`src/rtl/grid_port_arbiter.sv`:
```
// Round-robin arbiter sharing the single grid-memory port among N_REQ requesters, with burst lock.
// Optional grant timeout enabled by defining GRANT_TIMEOUT_EN.
module grid_port_arbiter #(
  parameter int unsigned N_REQ     = 3,
  parameter int unsigned ADDR_W    = 8,
  parameter int unsigned DATA_W    = 8,
  parameter int unsigned MAX_BURST = 16
) (
  input  logic                      clk,
  input  logic                      rst,
  input  logic [N_REQ-1:0]          req,
  input  logic [N_REQ-1:0]          req_we,
  input  logic [N_REQ*ADDR_W-1:0]   req_addr,
  input  logic [N_REQ*DATA_W-1:0]   req_data,
  output logic [N_REQ-1:0]          gnt,
  output logic                      mem_en,
  output logic                      mem_we,
  output logic [ADDR_W-1:0]         mem_addr,
  output logic [DATA_W-1:0]         mem_wdata,
  input  logic [DATA_W-1:0]         mem_rdata,
  output logic [DATA_W-1:0]         rd_data,
  output logic [N_REQ-1:0]          rd_valid
);

  localparam int unsigned OWN_W = (N_REQ > 1) ? $clog2(N_REQ) : 1;

  localparam logic [0:0] S_IDLE = 1'b0;
  localparam logic [0:0] S_OWN  = 1'b1;

  logic [0:0]        state, state_d;
  logic [OWN_W-1:0]  owner, owner_d;
  logic [OWN_W-1:0]  rr_ptr, rr_ptr_d;
  logic [OWN_W-1:0]  rd_owner, rd_owner_d;
  logic [OWN_W-1:0]  pick_idx;
  logic              pick_found;
  logic [N_REQ-1:0]  gnt_d;
  logic              mem_en_d, mem_we_d;
  logic [ADDR_W-1:0] mem_addr_d;
  logic [DATA_W-1:0] mem_wdata_d;
  logic [DATA_W-1:0] rd_data_d;
  logic [N_REQ-1:0]  rd_valid_d;
  logic              force_rel_c;

  function automatic logic [OWN_W-1:0] wrap_add(input logic [OWN_W-1:0] base, input int unsigned k);
    int unsigned s;
    s = 32'(base) + k;
    if (s >= N_REQ) s = s - N_REQ;
    return OWN_W'(s);
  endfunction

  function automatic logic [N_REQ-1:0] onehot(input logic [OWN_W-1:0] i);
    return N_REQ'(1) << i;
  endfunction

`ifdef GRANT_TIMEOUT_EN
  // Burst counter: cleared on grant, saturates at MAX_BURST; forces release only under contention.
  logic [7:0] burst_cnt, burst_cnt_d;
  assign force_rel_c = (burst_cnt == 8'(MAX_BURST)) && (|(req & ~onehot(owner)));
`else
  assign force_rel_c = 1'b0;
`endif

  // First requester at or after rr_ptr, wrapping.
  always_comb begin
    pick_found = 1'b0;
    pick_idx   = rr_ptr;
    for (int unsigned k = 0; k < N_REQ; k++) begin
      if (!pick_found && req[wrap_add(rr_ptr, k)]) begin
        pick_found = 1'b1;
        pick_idx   = wrap_add(rr_ptr, k);
      end
    end
  end

  always_comb begin
    state_d     = state;
    owner_d     = owner;
    rr_ptr_d    = rr_ptr;
    rd_owner_d  = rd_owner;
    gnt_d       = gnt;
    mem_en_d    = 1'b0;
    mem_we_d    = 1'b0;
    mem_addr_d  = mem_addr;
    mem_wdata_d = mem_wdata;
`ifdef GRANT_TIMEOUT_EN
    burst_cnt_d = burst_cnt;
`endif
    // Read data returns to whoever issued the read, regardless of current grant.
    rd_valid_d  = (mem_en && !mem_we) ? onehot(rd_owner) : '0;
    rd_data_d   = (mem_en && !mem_we) ? mem_rdata : rd_data;

    case (state)
      S_IDLE: begin
        gnt_d = '0;
        if (pick_found) begin
          state_d = S_OWN;
          owner_d = pick_idx;
          gnt_d   = onehot(pick_idx);
`ifdef GRANT_TIMEOUT_EN
          burst_cnt_d = 8'd0;
`endif
        end
      end
      S_OWN: begin
        if (req[owner] && !force_rel_c) begin
          mem_en_d    = 1'b1;
          mem_we_d    = req_we[owner];
          mem_addr_d  = req_addr[32'(owner)*ADDR_W +: ADDR_W];
          mem_wdata_d = req_data[32'(owner)*DATA_W +: DATA_W];
          rd_owner_d  = owner;
`ifdef GRANT_TIMEOUT_EN
          burst_cnt_d = (burst_cnt < 8'(MAX_BURST)) ? burst_cnt + 8'd1 : burst_cnt;
`endif
        end else begin
          gnt_d    = '0;
          state_d  = S_IDLE;
          rr_ptr_d = wrap_add(owner, 1);
        end
      end
      default: begin
        state_d = S_IDLE;
        gnt_d   = '0;
      end
    endcase
  end

  always_ff @(posedge clk) begin
    if (rst) begin
      state     <= S_IDLE;
      owner     <= '0;
      rr_ptr    <= '0;
      rd_owner  <= '0;
      gnt       <= '0;
      mem_en    <= 1'b0;
      mem_we    <= 1'b0;
      mem_addr  <= '0;
      mem_wdata <= '0;
      rd_data   <= '0;
      rd_valid  <= '0;
`ifdef GRANT_TIMEOUT_EN
      burst_cnt <= 8'd0;
`endif
    end else begin
      state     <= state_d;
      owner     <= owner_d;
      rr_ptr    <= rr_ptr_d;
      rd_owner  <= rd_owner_d;
      gnt       <= gnt_d;
      mem_en    <= mem_en_d;
      mem_we    <= mem_we_d;
      mem_addr  <= mem_addr_d;
      mem_wdata <= mem_wdata_d;
      rd_data   <= rd_data_d;
      rd_valid  <= rd_valid_d;
`ifdef GRANT_TIMEOUT_EN
      burst_cnt <= burst_cnt_d;
`endif
    end
  end

endmodule
```
`config.mk`:
```
export PLATFORM = sky130hd
export DESIGN_NAME = grid_port_arbiter
export DESIGN_NICKNAME = d
export VERILOG_FILES = /design/src/rtl/grid_port_arbiter.sv
export SDC_FILE = /design/constraint.sdc
export NUM_CORES = 1
export LEC_CHECK = 0
export ABC_AREA = 1
export CORE_MARGIN = 4
export CORE_UTILIZATION = 39
export CTS_BUF_LIST = sky130_fd_sc_hd__clkbuf_8
export CTS_CLUSTER_SIZE = 28
export DETAILED_ROUTE_END_ITERATION = 8
export PLACE_DENSITY = 0.79
export SYNTH_ARGS = -nofsm -noshare
export SYNTH_HDL_FRONTEND = slang
export SYNTH_SLANG_ARGS = --single-unit
```
`constraint.sdc`:
```
create_clock -name clk -period 1.56 [get_ports clk]
set_input_delay 0.234 -clock clk [delete_from_list [all_inputs] [get_ports clk]]
set_output_delay 0.234 -clock clk [all_outputs]
set_load 0.1 [all_outputs]
```
==> metrics <==
Synth Area per Inst=7.32 µm²; Overflow after GRT=0; RSZ-0062 raised after global routing=true; Distinct cells, synth=29; LEAKAGE=1.55 nW; clock root cell=clkbuf_8; TNS Setup=-0.215 ns; clock sink count=39; post-synthesis sequential area ratio=36.7%; number of enable flip-flop cells after synthesis=0; CP Launch Type=register; syn nets=360; Crit Path Class=register to register; Reg clk slew, reported paths=0.07 ns; Synth Cell Area=2130 µm²; die area=6710 µm²; final setup margin=-0.0562 ns; via count of the first global-routing pass=2233; final hold vios=0; worst path arrival time=~1.8 ns; R2R Setup Slk=-0.06 ns; Yosys warnings=0; row count=26; Clock Power Share=about an eighth; Vias/cell=5.01; final core utilization=72.5%; first-pass GRT wire length=10.0 mm; layout net count=472; Int Power=3.37 mW; Core Area=5200 µm²; hold buffer count at CTS=0; CP Capture Type=register; Max Slew Vio Count=0; P per Cell Area=about 1800 nW/µm²; path type of the worst min-delay path=register to register; post-place setup slack=-0.155 ns; max cap viols=0; fraction of layout cells with a size suffix above 1=between 30% and 40%; Placed Cells=465; first drt pass iteration count=4; chip height=just over 80 µm; final WL=6.79 mm; switching power share of the total=approximately half; Die Wd=a little over 80 µm; dominant synthesized flop cell=dfxtp_1; n_diodes=0; starting DRC count in detailed routing=approximately 160; Finished Layout Cells=between 400 and 500; Tot Pwr=6.78 mW; CTS max path bufs=2; CP required=1.75 ns; Yosys reg bits=39; Fmax achieved=619 MHz; filler cell count=391; IO Pins=96; status=finished with violations; initial antenna violation count=0; Num CTS Buffers=5; Final Setup Violations=5; finished layout cell area=3780 µm²; Placed Area=3580 µm²; Final min period=1.62 ns; Synth-to-Final Area Change=77.3%; combinational power share=65.7%; largest fanout on the critical path=6; P_sw=approximately 3.4 mW; Worst-Skew Late Latency=roughly 0.29 ns; worst-margin pin slew=0.283 ns; Fin Clk Skew=0.00299 ns; largest net degree at the start of global routing=13; Total Routing Usage GR=19.5%; CTS tree=yes; Detailed Place HPWL=about 5.2 mm; DR WL/cell=between 10 and 15 µm; number of port buffers=95; Post-route DRC=0; failing checks=setup timing; H-tree lvl count=2; via count=2370; Final ANT Viol Nets=0; Tcrit/Tclk final=104%; initial core utilization=40.9%; Synth Instances=291; Sequential Power Share=22.3%; VDD IR max=0.000741 V; GP Congestion=0.859; Fin Hold WS=approximately 0.48 ns; Slew headroom=between 80% and 90%; FFs w/ async S/R, synth=0%
## critical path, stage by stage, from the launching register on
cell	delay (ns)
dfxtp_4	0.38
inv_4	0.05
ha_4	0.30
inv_4	0.05
nand2_2	0.05
nand3_2	0.06
nand2_2	0.09
nand2_2	0.09
inv_4	0.10
nand2_2	0.05
nand2_2	0.10
nand2_4	0.07
nand3_2	0.07
nand2_1	0.05
## flip-flops by register name, summed over array words and instances, names as in the netlist
register / count
owner: 2
mem_en: 1
mem_we: 1
rd_data: 8
gnt: 3
rd_valid: 3
mem_wdata: 8
rr_ptr: 2
rd_owner: 2
state: 1
mem_addr: 8
## cells in the mapped netlist (5+ instances only)
cell type  count  area [µm²]
o31ai_1       10        75.1
o21ai_0       18        90.1
inv_1         15        56.3
dfxtp_1       39         781
nand2_1       58         218
nor2_1        48         180
a21oi_2       10        87.6
nand3_1       20         100
a2bb2oi_1      7        61.3
a21oi_1        7        35.0
o21ai_2        8        70.1
nand2_2        6        37.5
ha_1           5        62.6
inv_2          9        33.8
buf_4          6        45.0
## cell type report
type	count	area (µm²)	share of cell area (%)
sequential	39	791	20.9
inverter	26	110	2.92
clock buffer	5	68.8	1.82
tap	70	87.6	2.32
timing repair buffer	118	1440	38.2
clock inverter	2	33.8	0.895
multi-input combinational	213	1240	32.9
## per-layer routing
metal	wire length (µm)	up-vias	GRT usage [%]
li1	-	1178	-
met2	3400	93	35.2
met4	166	0	5.32
met5	0	-	0
met3	513	21	6.36
met1	2710	1078	21.6
## cells by family after synthesis
group	count (synthesis)	synth area share, %
and+or+nand+nor	142	29.4
AOI/OAI and AO/OA	66	22.3
buffers and inverters	39	8.69
DFF	39	36.7
adders and majority gates	5	2.94
## cell usage in the layout, fill, tap and decap left out, types with 5 or more instances in the layout
master           netlist  routed
inv_2                  9       8
nand2_2                6      12
nand2_1               58      51
dfxtp_1               39      35
buf_4                  6      23
clkbuf_8               0       5
clkdlybuf4s50_1        0      63
nand3_2                2       5
a2bb2oi_1              7       7
inv_1                 15      12
a21oi_2               10      10
buf_12                 0      32
o21ai_2                8       8
o21ai_1                4       7
inv_4                  0       5
nand3_1               20      16
a21oi_1                7       7
o31ai_1               10      10
nor2_1                48      48
o21ai_0               18      15
## power by group through the flow
stage	logic [mW]	clock network [mW]	registers [mW]
finish	4.45	0.814	1.51
global placement	4.06	0	1.50
global route	4.72	0.876	1.54
floorplan	1.58	0	2.62
detailed placement	4.15	0	1.51
CTS	4.24	0.820	1.51
## worst paths after layout
check / start / end / cells after the start
max reg2reg: rr_ptr[0]$_SDFFE_PP0P_ / gnt[0]$_SDFFE_PP0N_ / 13
max: rr_ptr[0]$_SDFFE_PP0P_ / gnt[0]$_SDFFE_PP0N_ / 13
min reg2reg: rd_owner[0]$_SDFFE_PP0P_ / rd_valid[0]$_SDFF_PP0_ / 1
min: rd_owner[0]$_SDFFE_PP0P_ / rd_valid[0]$_SDFF_PP0_ / 1
## repair_timing
item,CTS,global route
gates cloned,0,0
pin swaps,6,9
buffers inserted,1,0
endpoints found under the setup margin,9,21
gates resized for setup,11,21
Note: power is estimated with default switching activity, not from simulation.
